`src/rtl/minisrc_defs.sv`:
```
// rtl/minisrc_defs.sv - shared opcode, ALU and state definitions for the Mini SRC control unit
//
// Purpose: constants and types shared by control_sequencer and instr_class.
// Ports: none (package).

package minisrc_defs;

  // Width of the opcode field IR[31:27] and of op_sel.
  localparam int OPW = 5;

  // Instruction opcodes.
  localparam logic [OPW-1:0] OP_LD   = 5'b00000;
  localparam logic [OPW-1:0] OP_LDI  = 5'b00001;
  localparam logic [OPW-1:0] OP_ST   = 5'b00010;
  localparam logic [OPW-1:0] OP_ADD  = 5'b00011;
  localparam logic [OPW-1:0] OP_SUB  = 5'b00100;
  localparam logic [OPW-1:0] OP_AND  = 5'b00101;
  localparam logic [OPW-1:0] OP_OR   = 5'b00110;
  localparam logic [OPW-1:0] OP_ADDI = 5'b01100;
  localparam logic [OPW-1:0] OP_ANDI = 5'b01101;
  localparam logic [OPW-1:0] OP_ORI  = 5'b01110;
  localparam logic [OPW-1:0] OP_NOP  = 5'b11010;
  localparam logic [OPW-1:0] OP_HALT = 5'b11011;

  // ALU operation codes driven on op_sel (they equal the ALU opcodes).
  localparam logic [OPW-1:0] ALU_NONE = 5'b00000;
  localparam logic [OPW-1:0] ALU_ADD  = 5'b00011;
  localparam logic [OPW-1:0] ALU_SUB  = 5'b00100;
  localparam logic [OPW-1:0] ALU_AND  = 5'b00101;
  localparam logic [OPW-1:0] ALU_OR   = 5'b00110;

  // Sequencer states: fetch T0-T2, execute T3-T7.
  typedef enum logic [3:0] {
    ST_RST  = 4'd0,
    ST_IDLE = 4'd1,
    ST_T0   = 4'd2,
    ST_T1   = 4'd3,
    ST_T2   = 4'd4,
    ST_T3   = 4'd5,
    ST_T4   = 4'd6,
    ST_T5   = 4'd7,
    ST_T6   = 4'd8,
    ST_T7   = 4'd9,
    ST_HALT = 4'd10
  } state_t;

endpackage

```
`src/rtl/instr_class.sv`:
```
// rtl/instr_class.sv - combinational opcode classifier
//
// Purpose: maps a 5-bit opcode onto instruction-class flags and the ALU
// operation that the execute steps use.
// Ports:
//   opcode     in  5  opcode field
//   is_mem_ld  out 1  ld/ldi/st: shares the base+offset address step
//   is_ld      out 1  ld
//   is_ldi     out 1  ldi
//   is_st      out 1  st
//   is_alu3    out 1  add/sub/and/or (register-register)
//   is_imm     out 1  addi/andi/ori
//   is_nop     out 1  nop or any unlisted opcode
//   is_halt    out 1  halt
//   alu_op     out 5  ALU operation for the T4 step

module instr_class
  import minisrc_defs::*;
(
  input  logic [OPW-1:0] opcode,
  output logic           is_mem_ld,
  output logic           is_ld,
  output logic           is_ldi,
  output logic           is_st,
  output logic           is_alu3,
  output logic           is_imm,
  output logic           is_nop,
  output logic           is_halt,
  output logic [OPW-1:0] alu_op
);

  always_comb begin
    is_ld   = 1'b0;
    is_ldi  = 1'b0;
    is_st   = 1'b0;
    is_alu3 = 1'b0;
    is_imm  = 1'b0;
    is_nop  = 1'b0;
    is_halt = 1'b0;
    alu_op  = ALU_NONE;
    case (opcode)
      OP_LD:   begin is_ld  = 1'b1; alu_op = ALU_ADD; end
      OP_LDI:  begin is_ldi = 1'b1; alu_op = ALU_ADD; end
      OP_ST:   begin is_st  = 1'b1; alu_op = ALU_ADD; end
      OP_ADD, OP_SUB, OP_AND, OP_OR: begin
        is_alu3 = 1'b1;
        alu_op  = opcode;
      end
      OP_ADDI: begin is_imm = 1'b1; alu_op = ALU_ADD; end
      OP_ANDI: begin is_imm = 1'b1; alu_op = ALU_AND; end
      OP_ORI:  begin is_imm = 1'b1; alu_op = ALU_OR;  end
      OP_HALT: is_halt = 1'b1;
      // nop and every unlisted opcode behave identically
      default: is_nop = 1'b1;
    endcase
    is_mem_ld = is_ld | is_ldi | is_st;
  end

endmodule

```
`src/rtl/control_sequencer.sv`:
```
// rtl/control_sequencer.sv - hardwired Mini SRC control unit (fetch T0-T2, execute T3-T7)
//
// Purpose: one FSM stepping the Mini SRC datapath through fetch and execute,
// driving every datapath control line as a Moore decode of the state register
// plus the latched opcode.
// Ports:
//   clk            in  1   system clock, rising edge
//   clr            in  1   synchronous active-high reset
//   ir             in  32  current IR contents
//   stop           in  1   park in IDLE at the next instruction boundary
//   R_out..In_out  out 1   bus drivers
//   Rin..PC_rd     out 1   bus loaders
//   Gra/Grb/Grc    out 1   register-field select
//   Read/Write     out 1   memory strobes
//   IncPC          out 1   PC increment
//   op_sel         out 5   ALU operation
//   run            out 1   high in T0-T7

module control_sequencer
  import minisrc_defs::*;
(
  input  logic           clk,
  input  logic           clr,
  input  logic [31:0]    ir,
  input  logic           stop,
  output logic           R_out,
  output logic           BAout,
  output logic           C_out,
  output logic           MDR_out,
  output logic           Zlo_out,
  output logic           PC_out,
  output logic           HI_out,
  output logic           LO_out,
  output logic           Zhi_out,
  output logic           MAR_out,
  output logic           In_out,
  output logic           Rin,
  output logic           MAR_rd,
  output logic           MDR_rd,
  output logic           IR_rd,
  output logic           Y_rd,
  output logic           Zlo_rd,
  output logic           PC_rd,
  output logic           Gra,
  output logic           Grb,
  output logic           Grc,
  output logic           Read,
  output logic           Write,
  output logic           IncPC,
  output logic [OPW-1:0] op_sel,
  output logic           run
);

  state_t         state_q, state_d;
  logic [OPW-1:0] opc_q, opc_d;
  logic [OPW-1:0] cur_opc;
  logic           is_mem_ld, is_ld, is_ldi, is_st, is_alu3, is_imm, is_nop, is_halt;
  logic [OPW-1:0] alu_op;
  state_t         boundary_state;

  // Only the opcode field of IR steers the sequencer.
  logic unused_ir;
  assign unused_ir = ^ir[31-OPW:0];

  // T3 has to act on the freshly loaded IR; later steps use the latched copy
  // so the datapath may change IR without disturbing the instruction.
  assign cur_opc = (state_q == ST_T3) ? ir[31 -: OPW] : opc_q;

  instr_class u_instr_class (
    .opcode    (cur_opc),
    .is_mem_ld (is_mem_ld),
    .is_ld     (is_ld),
    .is_ldi    (is_ldi),
    .is_st     (is_st),
    .is_alu3   (is_alu3),
    .is_imm    (is_imm),
    .is_nop    (is_nop),
    .is_halt   (is_halt),
    .alu_op    (alu_op)
  );

  // Where to go after the last step of an instruction.
  assign boundary_state = stop ? ST_IDLE : ST_T0;

  always_comb begin
    state_d = state_q;
    opc_d   = opc_q;
    case (state_q)
      ST_RST:  state_d = boundary_state;
      ST_IDLE: if (!stop) state_d = ST_T0;
      ST_T0:   state_d = ST_T1;
      ST_T1:   state_d = ST_T2;
      ST_T2:   state_d = ST_T3;
      ST_T3: begin
        opc_d = ir[31 -: OPW];
        if (is_halt)     state_d = ST_HALT;
        else if (is_nop) state_d = boundary_state;
        else             state_d = ST_T4;
      end
      ST_T4:   state_d = ST_T5;
      ST_T5:   state_d = (is_ld | is_st) ? ST_T6 : boundary_state;
      ST_T6:   state_d = ST_T7;
      ST_T7:   state_d = boundary_state;
      ST_HALT: state_d = ST_HALT;
      default: state_d = ST_RST;
    endcase
  end

  always_ff @(posedge clk) begin
    if (clr) begin
      state_q <= ST_RST;
      opc_q   <= '0;
    end else begin
      state_q <= state_d;
      opc_q   <= opc_d;
    end
  end

  // These bus drivers are never needed by the supported instruction set.
  assign HI_out  = 1'b0;
  assign LO_out  = 1'b0;
  assign Zhi_out = 1'b0;
  assign MAR_out = 1'b0;
  assign In_out  = 1'b0;

  assign run = (state_q >= ST_T0) && (state_q <= ST_T7);

  always_comb begin
    R_out   = 1'b0;
    BAout   = 1'b0;
    C_out   = 1'b0;
    MDR_out = 1'b0;
    Zlo_out = 1'b0;
    PC_out  = 1'b0;
    Rin     = 1'b0;
    MAR_rd  = 1'b0;
    MDR_rd  = 1'b0;
    IR_rd   = 1'b0;
    Y_rd    = 1'b0;
    Zlo_rd  = 1'b0;
    PC_rd   = 1'b0;
    Gra     = 1'b0;
    Grb     = 1'b0;
    Grc     = 1'b0;
    Read    = 1'b0;
    Write   = 1'b0;
    IncPC   = 1'b0;
    op_sel  = ALU_NONE;
    case (state_q)
      ST_T0: begin PC_out = 1'b1; MAR_rd = 1'b1; IncPC = 1'b1; Zlo_rd = 1'b1; end
      ST_T1: begin Zlo_out = 1'b1; PC_rd = 1'b1; Read = 1'b1; MDR_rd = 1'b1; end
      ST_T2: begin MDR_out = 1'b1; IR_rd = 1'b1; end
      ST_T3: begin
        if (is_mem_ld) begin
          Grb = 1'b1; BAout = 1'b1; Y_rd = 1'b1;
        end else if (is_alu3 | is_imm) begin
          Grb = 1'b1; R_out = 1'b1; Y_rd = 1'b1;
        end
      end
      ST_T4: begin
        if (is_mem_ld | is_imm) begin
          C_out = 1'b1; Zlo_rd = 1'b1; op_sel = alu_op;
        end else if (is_alu3) begin
          Grc = 1'b1; R_out = 1'b1; Zlo_rd = 1'b1; op_sel = alu_op;
        end
      end
      ST_T5: begin
        if (is_ld | is_st) begin
          Zlo_out = 1'b1; MAR_rd = 1'b1;
        end else if (is_ldi | is_alu3 | is_imm) begin
          Zlo_out = 1'b1; Gra = 1'b1; Rin = 1'b1;
        end
      end
      ST_T6: begin
        if (is_ld) begin
          Read = 1'b1; MDR_rd = 1'b1;
        end else if (is_st) begin
          Gra = 1'b1; R_out = 1'b1; MDR_rd = 1'b1;
        end
      end
      ST_T7: begin
        if (is_ld) begin
          MDR_out = 1'b1; Gra = 1'b1; Rin = 1'b1;
        end else if (is_st) begin
          Write = 1'b1;
        end
      end
      default: ;
    endcase
  end

endmodule

```
`config.mk`:
```
export PLATFORM = sky130hd
export DESIGN_NAME = control_sequencer
export DESIGN_NICKNAME = d
export VERILOG_FILES = /design/src/rtl/minisrc_defs.sv /design/src/rtl/instr_class.sv /design/src/rtl/control_sequencer.sv
export SDC_FILE = /design/constraint.sdc
export NUM_CORES = 1
export LEC_CHECK = 0
export BUFFER_PORTS_ARGS = -buffer_cell sky130_fd_sc_hd__buf_2
export CORE_MARGIN = 2
export CORE_UTILIZATION = 45
export CTS_BUF_LIST = sky130_fd_sc_hd__clkbuf_4 sky130_fd_sc_hd__clkbuf_8
export DETAILED_ROUTE_END_ITERATION = 6
export PLACE_DENSITY_LB_ADDON = 0.2
export SYNTH_ARGS = -nofsm -noshare
export SYNTH_HDL_FRONTEND = slang
export SYNTH_SLANG_ARGS = --single-unit
```
`constraint.sdc`:
```
create_clock -name clk -period 1.98 [get_ports clk]
set_clock_uncertainty 0.1 [all_clocks]
set_input_delay 0.198 -clock clk [delete_from_list [all_inputs] [get_ports clk]]
set_output_delay 0.198 -clock clk [all_outputs]
set_load 0.005 [all_outputs]
```
==> results_dict.tcl, run 1 <==
set metrics [dict create \
    gr-total-overflow 0 \
    antennaDiodeCount 0 \
    syn-mean-instance-area_um2 7.28 \
    insertion_delay_ns 0.27 \
    clkSinkCount 9 \
    num_io_pins 65 \
    fin_crit_sh_pct 109 \
    ys_types 50 \
    final-setup-viol-count 9 \
    vias 1341 \
    max_stage_delay_ns 0.33 \
    period_minus_slack_ns 2.17 \
    synth_warnings 0 \
    synth_cells 156 \
    h-tree-depth 1 \
    cp.required_ns 1.68 \
    io_buffer_count 30 \
    maxCapViolCount 0 \
    numCtsBuffers 3 \
    total_power_uw 749 \
    hold_slack_ns 0.103 \
    crit_fanout 7 \
    initial_core_util_pct 46.7 \
    area_growth_pct 43.2 \
    criticalPathCategory "flip-flop to output pin" \
    cp_slowest_cell "dfxtp_2" \
    max_clock_freq_mhz 462 \
    core_um2 2430 \
    antenna_found_initial 0 \
    dr.pass1.iters 4 \
    synth_area_um2 1140 \
    ir_worst_vdd_uv 445 \
    drc 0 \
    critPathCaptureType "output pin" \
    design.die.area_um2 2940 \
    num-fill-cells 206 \
    synthFlopType "dfxtp_1" \
    leakage_nw 0.722 \
    synth-seq-cells 9 \
    seq_area_um2 189 \
    gp_congestion 0.910 \
    drtAntennaViolNets 0 \
    wirelength_um 3340 \
    fp.dieW_um 54.2 \
    via_per_inst 5.71 \
    synthArstFlopShare_pct 0 \
    rows 18 \
    die_y_um 54.2 \
    layout.nets 241 \
    clkTransAtPathRegs_ns 0.06 \
    status "finished, violations left" \
    synth-edff-count 0 \
    finalHoldViolCount 0 \
    root_buffer "clkbuf_4" \
    worstPathArrival_ns 1.87 \
    final_layout_size_suffix_gt1_share_pct 48.8 \
    drv_slew 0 \
    grt_start_max_net_pins 13 \
    critPathLaunchType "flip-flop" \
    grt_pass1_wl_um 5070 \
    grt_pass1_vias 1146 \
    ys_seq_area_share_pct 15.9 \
    grt.total_usage_pct 23.7 \
    routedWlPerCell_um 14.2 \
    violations "setup timing" \
    cts_tree "done" \
    drtIter0Drc 38 \
    clockBufferDepth 2 \
    multi_input_area_um2 943 \
    pre_cts_ws_ns 0.0597 \
    power_density_nw_per_um2 461 \
    hpwlAfterDp_um 2410 \
    rsz0062_at_grt "yes" \
    worst_slack_ns -0.185 \
    crit_top_cell "buf_6" \
    cts-hold-fix-buffers 0 \
    crit_chain "and4bb_1, buf_6, buf_8, mux2i_2, a21o_1, o21ba_4, buf_6" \
    hold_class "input pin to flip-flop" \
]
## stage by stage
| step | setup TNS, ns | instances | instance area, µm² | util, % |
|---|---|---|---|---|
| detailed placement | 0 | 226 | 1400 | 57.4 |
| floorplan | 0 | 162 | 1160 | - |
| global route | -1.89 | 235 | 1630 | 66.9 |
| CTS | -1.05 | 234 | 1550 | 63.7 |
| finish | -1.02 | 235 | 1630 | 66.9 |
| global placement | 0 | 226 | 1400 | 57.4 |
## layout by cell type (no fill, tap or decap), drive strengths merged, types with 3 or more instances in the layout
master / n
nand4bb: 3
nor2b: 3
nor2: 20
a21oi: 11
conb: 7
o21ai: 4
dfxtp: 9
buf: 62
a31oi: 5
clkbuf: 4
nand2: 13
mux2: 4
nand2b: 6
mux2i: 6
or3: 3
nor3: 8
## state kept, by name (all words and copies together) (netlist names)
signal and count:
state_q 4, opc_q 5
## routing by layer
layer  GRT usage (%)  share of wire [%]
met3            5.74                4.7
met1            30.3                 43
met2            40.0                 52
met5               0                  0
met4            5.42               0.18
## cell usage after synthesis (2+ instances only)
cell type  count  area, µm²
a211o_1        2       17.5
a21o_1         2       15.0
a21oi_1       11       55.1
a221oi_1       2       17.5
a311oi_1       2       17.5
a31oi_1        5       31.3
buf_2          2       10.0
buf_4         11       82.6
buf_6          3       33.8
clkbuf_1       6       22.5
dfxtp_1        9        180
mux2_2         4       45.0
mux2i_1        6       60.1
nand2_1       13       48.8
nand2b_1       5       31.3
nand3b_1       2       15.0
nand4bb_1      3       33.8
nor2_1        20       75.1
nor2b_1        3       18.8
nor3_1         8       40.0
o21ai_0        4       20.0
o31ai_1        2       15.0
or3_1          3       18.8
xnor2_1        2       17.5
## logic make-up after synthesis
logic type | share of synthesized area (%)
and+or+nand+nor | 35.4
xor gates and xnor gates | 1.54
muxes | 9.25
DFF | 15.9
AOI/OAI and AO/OA | 23.9
buffers and inverters | 13.8
other | 0.330
## cell type report
cell class | instances | share of cell area, %
repair buffers | 62 | 26.0
clock buffers | 4 | 1.85
multi-input cells | 129 | 58.0
flip-flops and latches | 9 | 11.6
inverters | 1 | 0.231
well taps | 30 | 2.31
## power by group
group	leakage [nW]	switching, mW	internal (mW)
registers	0.0757	0.0130	0.194
logic	0.628	0.192	0.193
clock network	0.0184	0.0665	0.0915
## what timing repair did
action,CTS,global route
gates resized for setup,22,20
endpoints found under the hold margin,0,0
setup buffers,4,1
gates cloned,0,0
setup endpoints to repair,13,15
pin swaps,5,6
## path summary, 6_finish.rpt
| check | cells past startpoint | startpoint | slack [ns] | end |
|---|---|---|---|---|
| max reg2reg | 7 | state_q[3] | 0.15 | state_q[0] |
| min reg2reg | 2 | opc_q[4] | 0.47 | opc_q[4] |
| min | 2 | clr | 0.10 | opc_q[3] |
| max | 7 | state_q[3] | -0.19 | op_sel[0] |
## worst max-delay path: cells and delay by family (launching register included)
family          cells  cell delay, ns
compound gates      2            0.34
simple gates        1            0.29
buf+inv             3            0.41
flops               1            0.33
mux                 1            0.24
(Power assumes the default switching activity.)
==> run 2, diff against run 1 <==
CORE_UTILIZATION = 25   (was 45)
==> run 2 against run 1 <==
  * First-iteration DRC count grew 95%
  * Clock power grew 42%
  * Highest routed layer unchanged
  * Sequential cell count is the same
  * The run still ends with setup timing left
  * Critical path depth is the same
  * Utilization shrank 27 points
  * Combinational power grew 4%
  * Sequential share of layout area shrank 0.87 points
  * Via count shrank 0.60%
  * Cell count grew 11%
  * Critical path type unchanged
  * Non-clock buffer count grew 4
  * Design area grew 7.4%
==> results_dict.tcl, run 2 (synthesis gave the netlist of run 1 again) <==
set metrics [dict create \
    largest_reg_flops 5 \
    numCtsBuffers 3 \
    intPower_uw 550 \
    critPathLaunch "state_q[3]" \
    grt_start_max_net_pins 13 \
    clkTransAtPathRegs_ns 0.04 \
    violations "setup timing" \
    grt_pass1_wl_um 6130 \
    leakage_nw 0.753 \
    status "finished, violations left" \
    cp.required_ns 1.68 \
    design.die.area_um2 5100 \
    final_layout_size_suffix_gt1_share_pct 52.2 \
    max_clock_freq_mhz 471 \
    power_density_nw_per_um2 477 \
    via_per_inst 5.11 \
    antenna_found_initial 0 \
    seqPwrFrac_pct 24.8 \
    grt_pass1_vias 1292 \
    power_frac_clock_pct 27.0 \
    initial_core_util_pct 26.1 \
    hold_slack_ns 0.145 \
    period_minus_slack_ns 2.12 \
    worstPathArrival_ns 1.83 \
    max_stage_delay_ns 0.32 \
    rrSetupSlack_ns 0.20 \
    critPathCaptureType "output pin" \
    layout.nets 245 \
    insertion_delay_ns 0.23 \
    switching_share_pct 34.0 \
    cts_tree "done" \
    clockBufferDepth 2 \
    dpl_cell_area_um2 1440 \
    regMostFlops "opc_q" \
    wirelength_um 3770 \
    crit_chain "and4bb_1, buf_12, buf_8, mux2i_4, a21oi_2, o21ba_4, buf_6" \
    clkSinkCount 9 \
    drv_slew 0 \
    r2r_start "state_q[3]" \
    final_common_cell "buf_4" \
    finalHoldViolCount 0 \
    root_buffer "clkbuf_8" \
    gr-total-overflow 0 \
    num-fill-cells 457 \
    drc 0 \
    routedWlPerCell_um 14.4 \
    fp.dieW_um 71.4 \
    rows 24 \
    io_buffer_count 30 \
    cts-hold-fix-buffers 0 \
    hold_class "input pin to flip-flop" \
    num_io_pins 65 \
    critPathLaunchType "flip-flop" \
    area_growth_pct 53.7 \
    vias 1333 \
    fin_crit_sh_pct 107 \
    combPwrFrac_pct 48.1 \
    cp_slowest_cell "dfxtp_2" \
    dr.pass1.iters 4 \
    worst_slack_ns -0.143 \
    finalInstanceArea_um2 1750 \
    p_sw_uw 284 \
    drtIter0Drc 74 \
    maxCapViolCount 0 \
    criticalPathCategory "flip-flop to output pin" \
    mostFrequentLayoutCells "31 x buf_4, 29 x buf_2, 20 x nor2_1" \
    final_util_pct 40.1 \
    die_y_um 71.4 \
    rsz0062_at_grt "yes" \
    final-setup-viol-count 8 \
    drtAntennaViolNets 0 \
    min_from "clr" \
    crit_fanout 7 \
    gp_congestion 0.784 \
    ir_worst_vdd_uv 256 \
    hpwlAfterDp_um 2740 \
    total_power_uw 834 \
    top_regs "opc_q x5, state_q x4" \
    grt.total_usage_pct 14.9 \
    antennaDiodeCount 0 \
    core_um2 4350 \
    h-tree-depth 1 \
]
run 2: cell count changes in the layout (fill, tap and decap cells not counted), sizes merged:
cell | before | now
buf | 62 | 66
run 2: what timing repair did:
action | 4_1_cts | 5_1_grt
pin swaps | 9 | 8
gates resized for setup | 32 | 15
setup endpoints to repair | 11 | 15
buffers inserted | 4 | 4
gates cloned | 0 | 0
run 2: worst paths after layout:
path,end,depth (start not counted)
worst max register to register,opc_q[0],8
worst max-delay path,op_sel[0],7
worst min register to register,opc_q[4],2
worst min-delay path,opc_q[0],2
run 2: final cells by class:
| class | count | area [µm²] | share of cell area, % |
|---|---|---|---|
| Multi-Input combinational cell | 129 | 983 | 56.3 |
| Timing Repair Buffer | 66 | 458 | 26.2 |
| Sequential cell | 9 | 188 | 10.7 |
| Tap cell | 52 | 65.1 | 3.72 |
| Clock buffer | 4 | 48.8 | 2.79 |
| Inverter | 1 | 3.75 | 0.215 |
run 2: metal layers:
metal | track usage [%] | vias to the layer above | part of all wire, %
met5 | 0 | - | 0
met4 | 3.14 | 0 | 0.61
met3 | 2.95 | 4 | 3.5
met2 | 25.6 | 23 | 50
met1 | 19.5 | 644 | 46
li1 | - | 662 | -
run 2: critical path, delay by kind of cell (launching register included):
kind,cells,cell delay (ns)
buffers and inverters,3,0.38
DFF,1,0.32
and+or+nand+nor,1,0.31
muxes,1,0.30
AOI/OAI and AO/OA,2,0.29
run 2: power groups by stage:
stage / registers [mW] / logic, mW / clock network (mW)
after floorplan: 0.206 / 0.223 / 0
after global placement: 0.207 / 0.341 / 0
after detailed placement: 0.208 / 0.341 / 0
after CTS: 0.205 / 0.384 / 0.232
after global routing: 0.209 / 0.444 / 0.245
final: 0.207 / 0.401 / 0.225
run 2: stage by stage:
step,std cells,worst slack (ns),setup TNS [ns]
floorplan,162,0.156,0
global placement,249,-0.00178,-0.00178
detailed placement,249,0.00975,0
CTS,257,-0.144,-0.626
global route,261,-0.182,-1.26
finish,261,-0.143,-0.690
